## src/rtl/calc_sequencer_pkg.sv

```systemverilog
// rtl/calc_sequencer_pkg.sv - shared widths, FSM encodings and ALU op codes for the calculator sequencer
package calc_sequencer_pkg;

    localparam int DATA_W = 16;
    localparam int ALU_W  = 32;

    localparam logic [1:0] S_IDLE     = 2'd0;
    localparam logic [1:0] S_ISSUE    = 2'd1;
    localparam logic [1:0] S_WRITE    = 2'd2;
    localparam logic [1:0] S_WAIT_REL = 2'd3;

    localparam logic [3:0] ALU_AND = 4'b0000;
    localparam logic [3:0] ALU_OR  = 4'b0001;
    localparam logic [3:0] ALU_ADD = 4'b0010;
    localparam logic [3:0] ALU_SUB = 4'b0110;
    localparam logic [3:0] ALU_SLT = 4'b0111;

    function automatic logic [ALU_W-1:0] sext(input logic [DATA_W-1:0] v);
        return {{(ALU_W-DATA_W){v[DATA_W-1]}}, v};
    endfunction

endpackage

```

## src/rtl/btn_debounce.sv

```systemverilog
// rtl/btn_debounce.sv - two-flop synchroniser, saturating debounce counter and rising-edge press pulse
module btn_debounce #(
    parameter int DEB_CYCLES = 4
) (
    input  logic clk,
    input  logic rst,
    input  logic btn_i,
    output logic deb_o,
    output logic press_o
);

    localparam int CW = $clog2(DEB_CYCLES + 1);

    logic          sync1_q;
    logic          sync2_q;
    logic [CW-1:0] cnt_q;
    logic [CW-1:0] cnt_d;
    logic          deb_q;

    // Any low sample restarts the count, so short pulses never reach saturation.
    always_comb begin
        cnt_d = cnt_q;
        if (!sync2_q) begin
            cnt_d = '0;
        end else if (cnt_q != CW'(DEB_CYCLES)) begin
            cnt_d = cnt_q + CW'(1);
        end
    end

    assign deb_o   = (cnt_q == CW'(DEB_CYCLES));
    assign press_o = deb_o & ~deb_q;

    always_ff @(posedge clk or posedge rst) begin
        if (rst) begin
            sync1_q <= 1'b0;
            sync2_q <= 1'b0;
            cnt_q   <= '0;
            deb_q   <= 1'b0;
        end else begin
            sync1_q <= btn_i;
            sync2_q <= sync1_q;
            cnt_q   <= cnt_d;
            deb_q   <= deb_o;
        end
    end

endmodule

```

## src/rtl/calc_sequencer.sv

```systemverilog
// rtl/calc_sequencer.sv - press-driven FSM that captures op/operand, drives the ALU and updates the accumulator
module calc_sequencer
    import calc_sequencer_pkg::*;
#(
    parameter int DEB_CYCLES = 4,
    parameter int ALU_LAT    = 1
) (
    input  logic              clk,
    input  logic              btnac,
    input  logic              btnd,
    input  logic [3:0]        alu_op_in,
    input  logic [DATA_W-1:0] sw,
    input  logic [ALU_W-1:0]  result,
    output logic [3:0]        alu_op,
    output logic [ALU_W-1:0]  op1,
    output logic [ALU_W-1:0]  op2,
    output logic [DATA_W-1:0] led,
    output logic              busy
);

    localparam int LW = (ALU_LAT > 1) ? $clog2(ALU_LAT) : 1;

    logic              deb;
    logic              press;
    logic [1:0]        state_q, state_d;
    logic [3:0]        alu_op_q, alu_op_d;
    logic [DATA_W-1:0] sw_q, sw_d;
    logic [DATA_W-1:0] acc_q, acc_d;
    logic [LW-1:0]     lat_q, lat_d;
    logic              unused_result_hi;

    btn_debounce #(
        .DEB_CYCLES(DEB_CYCLES)
    ) u_debounce (
        .clk    (clk),
        .rst    (btnac),
        .btn_i  (btnd),
        .deb_o  (deb),
        .press_o(press)
    );

    always_comb begin
        state_d  = state_q;
        alu_op_d = alu_op_q;
        sw_d     = sw_q;
        acc_d    = acc_q;
        lat_d    = lat_q;
        case (state_q)
            S_IDLE: begin
                if (press) begin
                    state_d  = S_ISSUE;
                    alu_op_d = alu_op_in;
                    sw_d     = sw;
                    lat_d    = LW'(ALU_LAT - 1);
                end
            end
            S_ISSUE: begin
                if (lat_q == '0) begin
                    state_d = S_WRITE;
                end else begin
                    lat_d = lat_q - LW'(1);
                end
            end
            S_WRITE: begin
                acc_d   = result[DATA_W-1:0];
                state_d = S_WAIT_REL;
            end
            default: begin
                // Holding the button keeps deb high, so one press yields one operation.
                if (!deb) begin
                    state_d = S_IDLE;
                end
            end
        endcase
    end

    always_ff @(posedge clk or posedge btnac) begin
        if (btnac) begin
            state_q  <= S_IDLE;
            alu_op_q <= '0;
            sw_q     <= '0;
            acc_q    <= '0;
            lat_q    <= '0;
        end else begin
            state_q  <= state_d;
            alu_op_q <= alu_op_d;
            sw_q     <= sw_d;
            acc_q    <= acc_d;
            lat_q    <= lat_d;
        end
    end

    assign unused_result_hi = ^result[ALU_W-1:DATA_W];

    assign alu_op = alu_op_q;
    assign op1    = sext(acc_q);
    assign op2    = sext(sw_q);
    assign led    = acc_q;
    assign busy   = (state_q != S_IDLE);

endmodule

```

## config.mk

```make
export PLATFORM = sky130hd
export DESIGN_NAME = calc_sequencer
export DESIGN_NICKNAME = d
export VERILOG_FILES = /design/src/rtl/calc_sequencer_pkg.sv /design/src/rtl/btn_debounce.sv /design/src/rtl/calc_sequencer.sv
export SDC_FILE = /design/constraint.sdc
export NUM_CORES = 1
export LEC_CHECK = 0
export CAP_MARGIN = 15
export CORE_UTILIZATION = 39
export CTS_CLUSTER_SIZE = 12
export DETAILED_ROUTE_END_ITERATION = 12
export GPL_ROUTABILITY_DRIVEN = 1
export GPL_TIMING_DRIVEN = 0
export PLACE_DENSITY = 0.86
export SLEW_MARGIN = 30
export SYNTH_ARGS = -nofsm -noshare
export SYNTH_HDL_FRONTEND = slang
export SYNTH_SLANG_ARGS = --single-unit
export TNS_END_PERCENT = 100
```

## constraint.sdc

```tcl
create_clock -name clk -period 2.4 [get_ports clk]
set_input_delay 0.48 -clock clk [delete_from_list [all_inputs] [get_ports clk]]
set_output_delay 0.48 -clock clk [all_outputs]
set_load 0.01 [all_outputs]
```

* Word-level counts from Yosys, hierarchy flattened
Index checks and enable logic that the tools add are counted.
** Storage, ports and cells
- Flip-flop bits (word level) :: 45
- Input bits :: 55
- Output and inout bits :: 85
- Word-level logic and storage cells :: 36
** Operators by class
- Add/sub/neg operators :: 2
- Eq/ne operators :: 8
- Muxes and demuxes :: 9
- Bitwise operators :: 2
- Reductions and logical operators :: 6
** Operator list (count)
- 2-bit two-way mux :: 3
- 3-bit two-way mux :: 2
- 2-bit inequality test (second input constant) :: 3
- 2-bit case mux with 3 select lines :: 1
- 4-bit by 1-bit inequality test with 1-bit output (second input constant) :: 1
- 2-bit AND reduction :: 2
- 2-bit nonzero test :: 2
- 3-bit by 1-bit adder with 3-bit output (second input constant) :: 1
- 3-bit equality test (second input constant) :: 1
- 3-bit inequality test (second input constant) :: 1
- 3-bit AND reduction :: 1
- 2-bit by 1-bit equality test with 1-bit output (second input constant) :: 1
- 2-bit equality test (second input constant) :: 1
- 2-bit logical NOT :: 1
- 1-bit two-way mux :: 2
- 1-bit case mux with 2 select lines :: 1
- 1-bit AND :: 1
- 1-bit NOT :: 1
- 1-bit subtractor (second input constant) :: 1

* Logic depth before layout (Yosys ltp)
- Word-level depth :: 4
- Gate-level depth with buffers :: 6
- Mapped depth without buffers :: 6

* Cells and area by module
Synthesis repeated with hierarchy kept, for this count alone.
** Second synthesis, totals
- Cell total of the unflattened synthesis :: 164
- Area total of the unflattened synthesis :: 2255.9 µm²
** By module, submodules not included
- calc_sequencer :: instances 1, cells an instance 142, area an instance 2005.7 µm², sequential area each 950.9 µm²
- btn_debounce :: instances 1, cells an instance 22, area an instance 250.2 µm², sequential area each 150.1 µm²

* Least setup slack after synthesis
No wires, ideal clock.
- Path kind :: reg-to-reg
- From :: register state_q[0]
- To :: register state_q[1]
- Setup time :: 0.136 ns
- Data arrival time :: 1.434 ns
- Required time :: 2.264 ns
- Slack :: 0.830 ns
- Stages on the path, launching flop included :: 7
- Buffers on the path :: 1
- Period minus slack after synthesis :: 1.570 ns
- Cells stage by stage :: dfrtp_1 -> inv_1 -> ha_1 -> buf_6 -> or4_1 -> o31ai_1 -> a221oi_1
** Between the ends
- Cells in the longest elaborated chain, start to end :: 3
- Elaborated cells on any way between the ends :: 8
- Classes of those cells :: eq/ne (5); mux (1); reduce/logical (2)
** Ends and longest elaborated chain
- start, declared :: RTL line calc_sequencer.sv:25 : logic [1:0] state_q, state_d;
- start signal, assigned :: RTL line calc_sequencer.sv:85 : state_q <= state_d;
- 2-bit equality test, or another cell as far along :: RTL line calc_sequencer.sv:48 : case (state_q)
- 4-bit by 1-bit inequality test with 1-bit output (no line) or 2-bit inequality test (tied branches)
- 3-bit AND reduction (no line)
Several ways; a longest one is shown, not always the timed one.
A chain may end at the register's enable or synchronous reset.

* Worst setup path after layout
- From :: register state_q[0]
- To :: output port busy
** Between the ends
- Cells in the longest elaborated chain, start to end :: 1
** Ends and longest elaborated chain
- 2-bit nonzero test :: RTL line calc_sequencer.sv:99 : assign busy = (state_q != S_IDLE);
- end, declared :: RTL line calc_sequencer.sv:18 : output logic busy
Every way passes these cells.

==> insert_results.sql <==
INSERT INTO impl_metrics (metric_group, metric, value, unit) VALUES
('global_route', 'grt_max_degree', '26', ''),
('clock_tree', 'cts.reportedPaths.clkPinSlew', '90', 'ps'),
('floorplan', 'row_count', '26', ''),
('global_route', 'global_route.overflow_total', '0', ''),
('setup_path', 'worst-path-buf-inv', '3', ''),
('logic_synthesis', 'count_of_flip_flops_with_a_built_in_enable_after_synthesis', '0', ''),
('logic_synthesis', 'ys_warn_count', '0', ''),
('setup_path', 'worstSetupPathDepth', '4', ''),
('setup_path', 'ff2ff_path_depth', '6', ''),
('clock_tree', 'post_cts.resized_instances', '0', ''),
('timing', 'report.final.slew_viol_count', '0', ''),
('placement', 'weighted_congestion_reported_at_the_end_of_routability_driven_placement', '0.7522', ''),
('logic_synthesis', 'synth_area', '2145', 'sq um'),
('timing', 'final.hold.worst_slack', '358.6', 'ps'),
('clock_tree', 'cts_root_buf', 'clkbuf_8', ''),
('outcome', 'run_status', 'complete, no violations', ''),
('floorplan', 'die_area', '5800', 'sq um'),
('layout', 'most-common-layout-cells', '123 x clkdlybuf4s50_1, 48 x buf_4, 44 x dfrtp_1, 35 x mux2_2, 7 x inv_1', ''),
('setup_path', 'critical_path.reg2reg.startpoint', 'state_q[0]', ''),
('power', 'static-leakage-power', '1.607', 'nW'),
('setup_path', 'required', '1920', 'ps'),
('clock_tree', 'clock_tree_from_tritoncts', 'built', ''),
('global_route', 'first_global_vias', '1585', ''),
('timing', 'clock.fmax', '448.1', 'MHz'),
('clock_tree', 'clock_insertion_delay_worst_skew', '290', 'ps'),
('timing', 'tightest_pin_transition', '569.4', 'ps'),
('power', 'power_per_standard_cell_area', '1412', 'nW/um^2'),
('timing', 'fin_tns_setup', '0', 'ps'),
('global_route', 'grt_pass1_wl', '7465', 'um'),
('setup_path', 'critical_path_arrival', '1750', 'ps'),
('logic_synthesis', 'syn_nets', '226', ''),
('setup_path', 'critical_path_startpoint_category', 'flip-flop', ''),
('logic_synthesis', 'synth_cells', '165', ''),
('setup_path', 'cp_max_fanout', '6', ''),
('logic_synthesis', 'yosys_register_bits', '44', ''),
('clock_tree', 'tritoncts.num_buffers', '5', ''),
('clock_tree', 'post-cts-setup-buffers', '0', ''),
('setup_path', 'cp_slowest_cell', 'clkdlybuf4s50_1', ''),
('min_path', 'hold_start', 'u_debounce.sync1_q', ''),
('route', 'drcViolationCount', '0', ''),
('setup_path', 'end_kind', 'output pin', ''),
('route', 'totalWireLength', '4446', 'um'),
('setup_path', 'slowest_delay', '570', 'ps'),
('setup_path', 'worst_setup_path_startpoint', 'state_q[0]', ''),
('power', 'seq_power_share', '26.8', '%'),
('layout', 'layoutNonFillerInstCount', '367', ''),
('logic_synthesis', 'yosys.cell_types.count', '23', ''),
('layout', 'diodes', '0', ''),
('floorplan', 'fp.coreArea', '5205', 'sq um'),
('layout', 'area_added_between_synthesis_and_finish', '67.97', '%'),
('logic_synthesis', 'seq_area_frac_synth', '51.34', '%'),
('floorplan', 'boundaryPins', '140', ''),
('power', 'ir_drop', '0.0006483', 'V'),
('setup_path', 'rrSetupSlack', '720', 'ps'),
('power', 'p_int', '3.529', 'mW'),
('setup_path', 'critical-path-top-cell-by-count', 'inv_1', ''),
('timing', 'final.min_clock_period', '2231', 'ps'),
('logic_synthesis', 'synth-main-ff-cell', 'dfrtp_1', ''),
('setup_path', 'r2r_end', 'state_q[1]', ''),
('flow_run', 'drv_cap', '0', ''),
('setup_path', 'cp_cell_sequence', 'inv_1, ha_1, inv_1, clkdlybuf4s50_1', ''),
('setup_path', 'cp_top_family', 'buffers and inverters', ''),
('layout', 'ratio_of_cells_with_drive_above_1_in_the_final_layout', '33.00', '%'),
('logic_synthesis', 'synth.largest_area_cell', 'dfrtp_1', ''),
('route', 'dr.pass1.iters', '4', ''),
('setup_path', 'criticalPathCategory', 'reg -> out', ''),
('placement', 'post-place-cells', '359', ''),
('logic_synthesis', 'synth_area_leaders', 'dfrtp_1 51%, mux2_2 18%, buf_4 17%, ha_1 3.5%, buf_6 1.6%', ''),
('route', 'drt-vias-per-instance', '4.360', ''),
('timing', 'setup_viol', '0', ''),
('layout', 'postLayoutCoreUtil', '69.21', '%');
registers in the layout (all words and copies together) (netlist names):
name and count:
alu_op 4, sw_q 16, led 16, u_debounce.sync2_q 1, u_debounce.sync1_q 1, u_debounce.deb_q 1, u_debounce.cnt_q 3, state_q 2
power groups by stage:
stage / clock [mW] / combinational (mW) / sequential, mW
2_1_floorplan: 0 / 1.40 / 1.49
3_3_place_gp: 0 / 3.13 / 1.35
3_5_place_dp: 0 / 3.20 / 1.38
4_1_cts: 0.577 / 3.21 / 1.37
5_1_grt: 0.612 / 3.36 / 1.42
6_report: 0.555 / 3.17 / 1.36
layout make-up:
| class | count | area (sq um) |
|---|---|---|
| inverters | 8 | 30.03 |
| fillers | 389 | 1603 |
| plain buffers | 52 | 399.1 |
| flip-flops and latches | 44 | 1101 |
| clock inverters | 3 | 42.54 |
| well taps | 70 | 87.58 |
| repair buffers | 124 | 1259 |
| multi-input cells | 61 | 614.3 |
| clock buffers | 5 | 68.82 |
metal layers:
layer,share of wire [%],GRT usage [%]
met5,0,0
met4,0.99,4.615
met3,8.1,5.269
met2,52,29.36
met1,39,17.91
cells by family (layout without fill, tap and decap cells):
group | after synthesis | count (layout) | synth area share [%]
buf+inv | 60 | 192 | 20.01
mux | 36 | 36 | 18.90
flops | 44 | 44 | 51.34
xor+xnor | 1 | 1 | 0.4085
fa+ha+maj | 6 | 6 | 3.500
compound gates | 10 | 10 | 3.209
simple gates | 8 | 8 | 2.625
synth_stat cells (2+ instances only):
master / instances
mux2_2: 35
a21boi_0: 2
dfrtp_1: 44
ha_1: 6
buf_4: 48
nand2_1: 4
buf_6: 3
inv_1: 8
worst min-delay path by stage:
| stage | to | slack (ps) | depth (start not counted) |
|---|---|---|---|
| floorplan | u_debounce.sync2_q | 330 | 0 |
| CTS | u_debounce.sync2_q | 360 | 0 |
| detailed placement | u_debounce.sync2_q | 340 | 0 |
| global placement | u_debounce.sync2_q | 330 | 0 |
| finish | u_debounce.sync2_q | 360 | 0 |
| global route | u_debounce.sync2_q | 360 | 0 |
per-stage QoR:
step                      worst slack (ps)  instance area, sq um
after global routing                 76.31                  3602
after floorplan                      830.4                  2145
after detailed placement             476.6                  3491
after CTS                            146.1                  3602
after global placement              -50.53                  3463
final                                168.6                  3602
No activity file was read; power rests on OpenSTA's default activity.
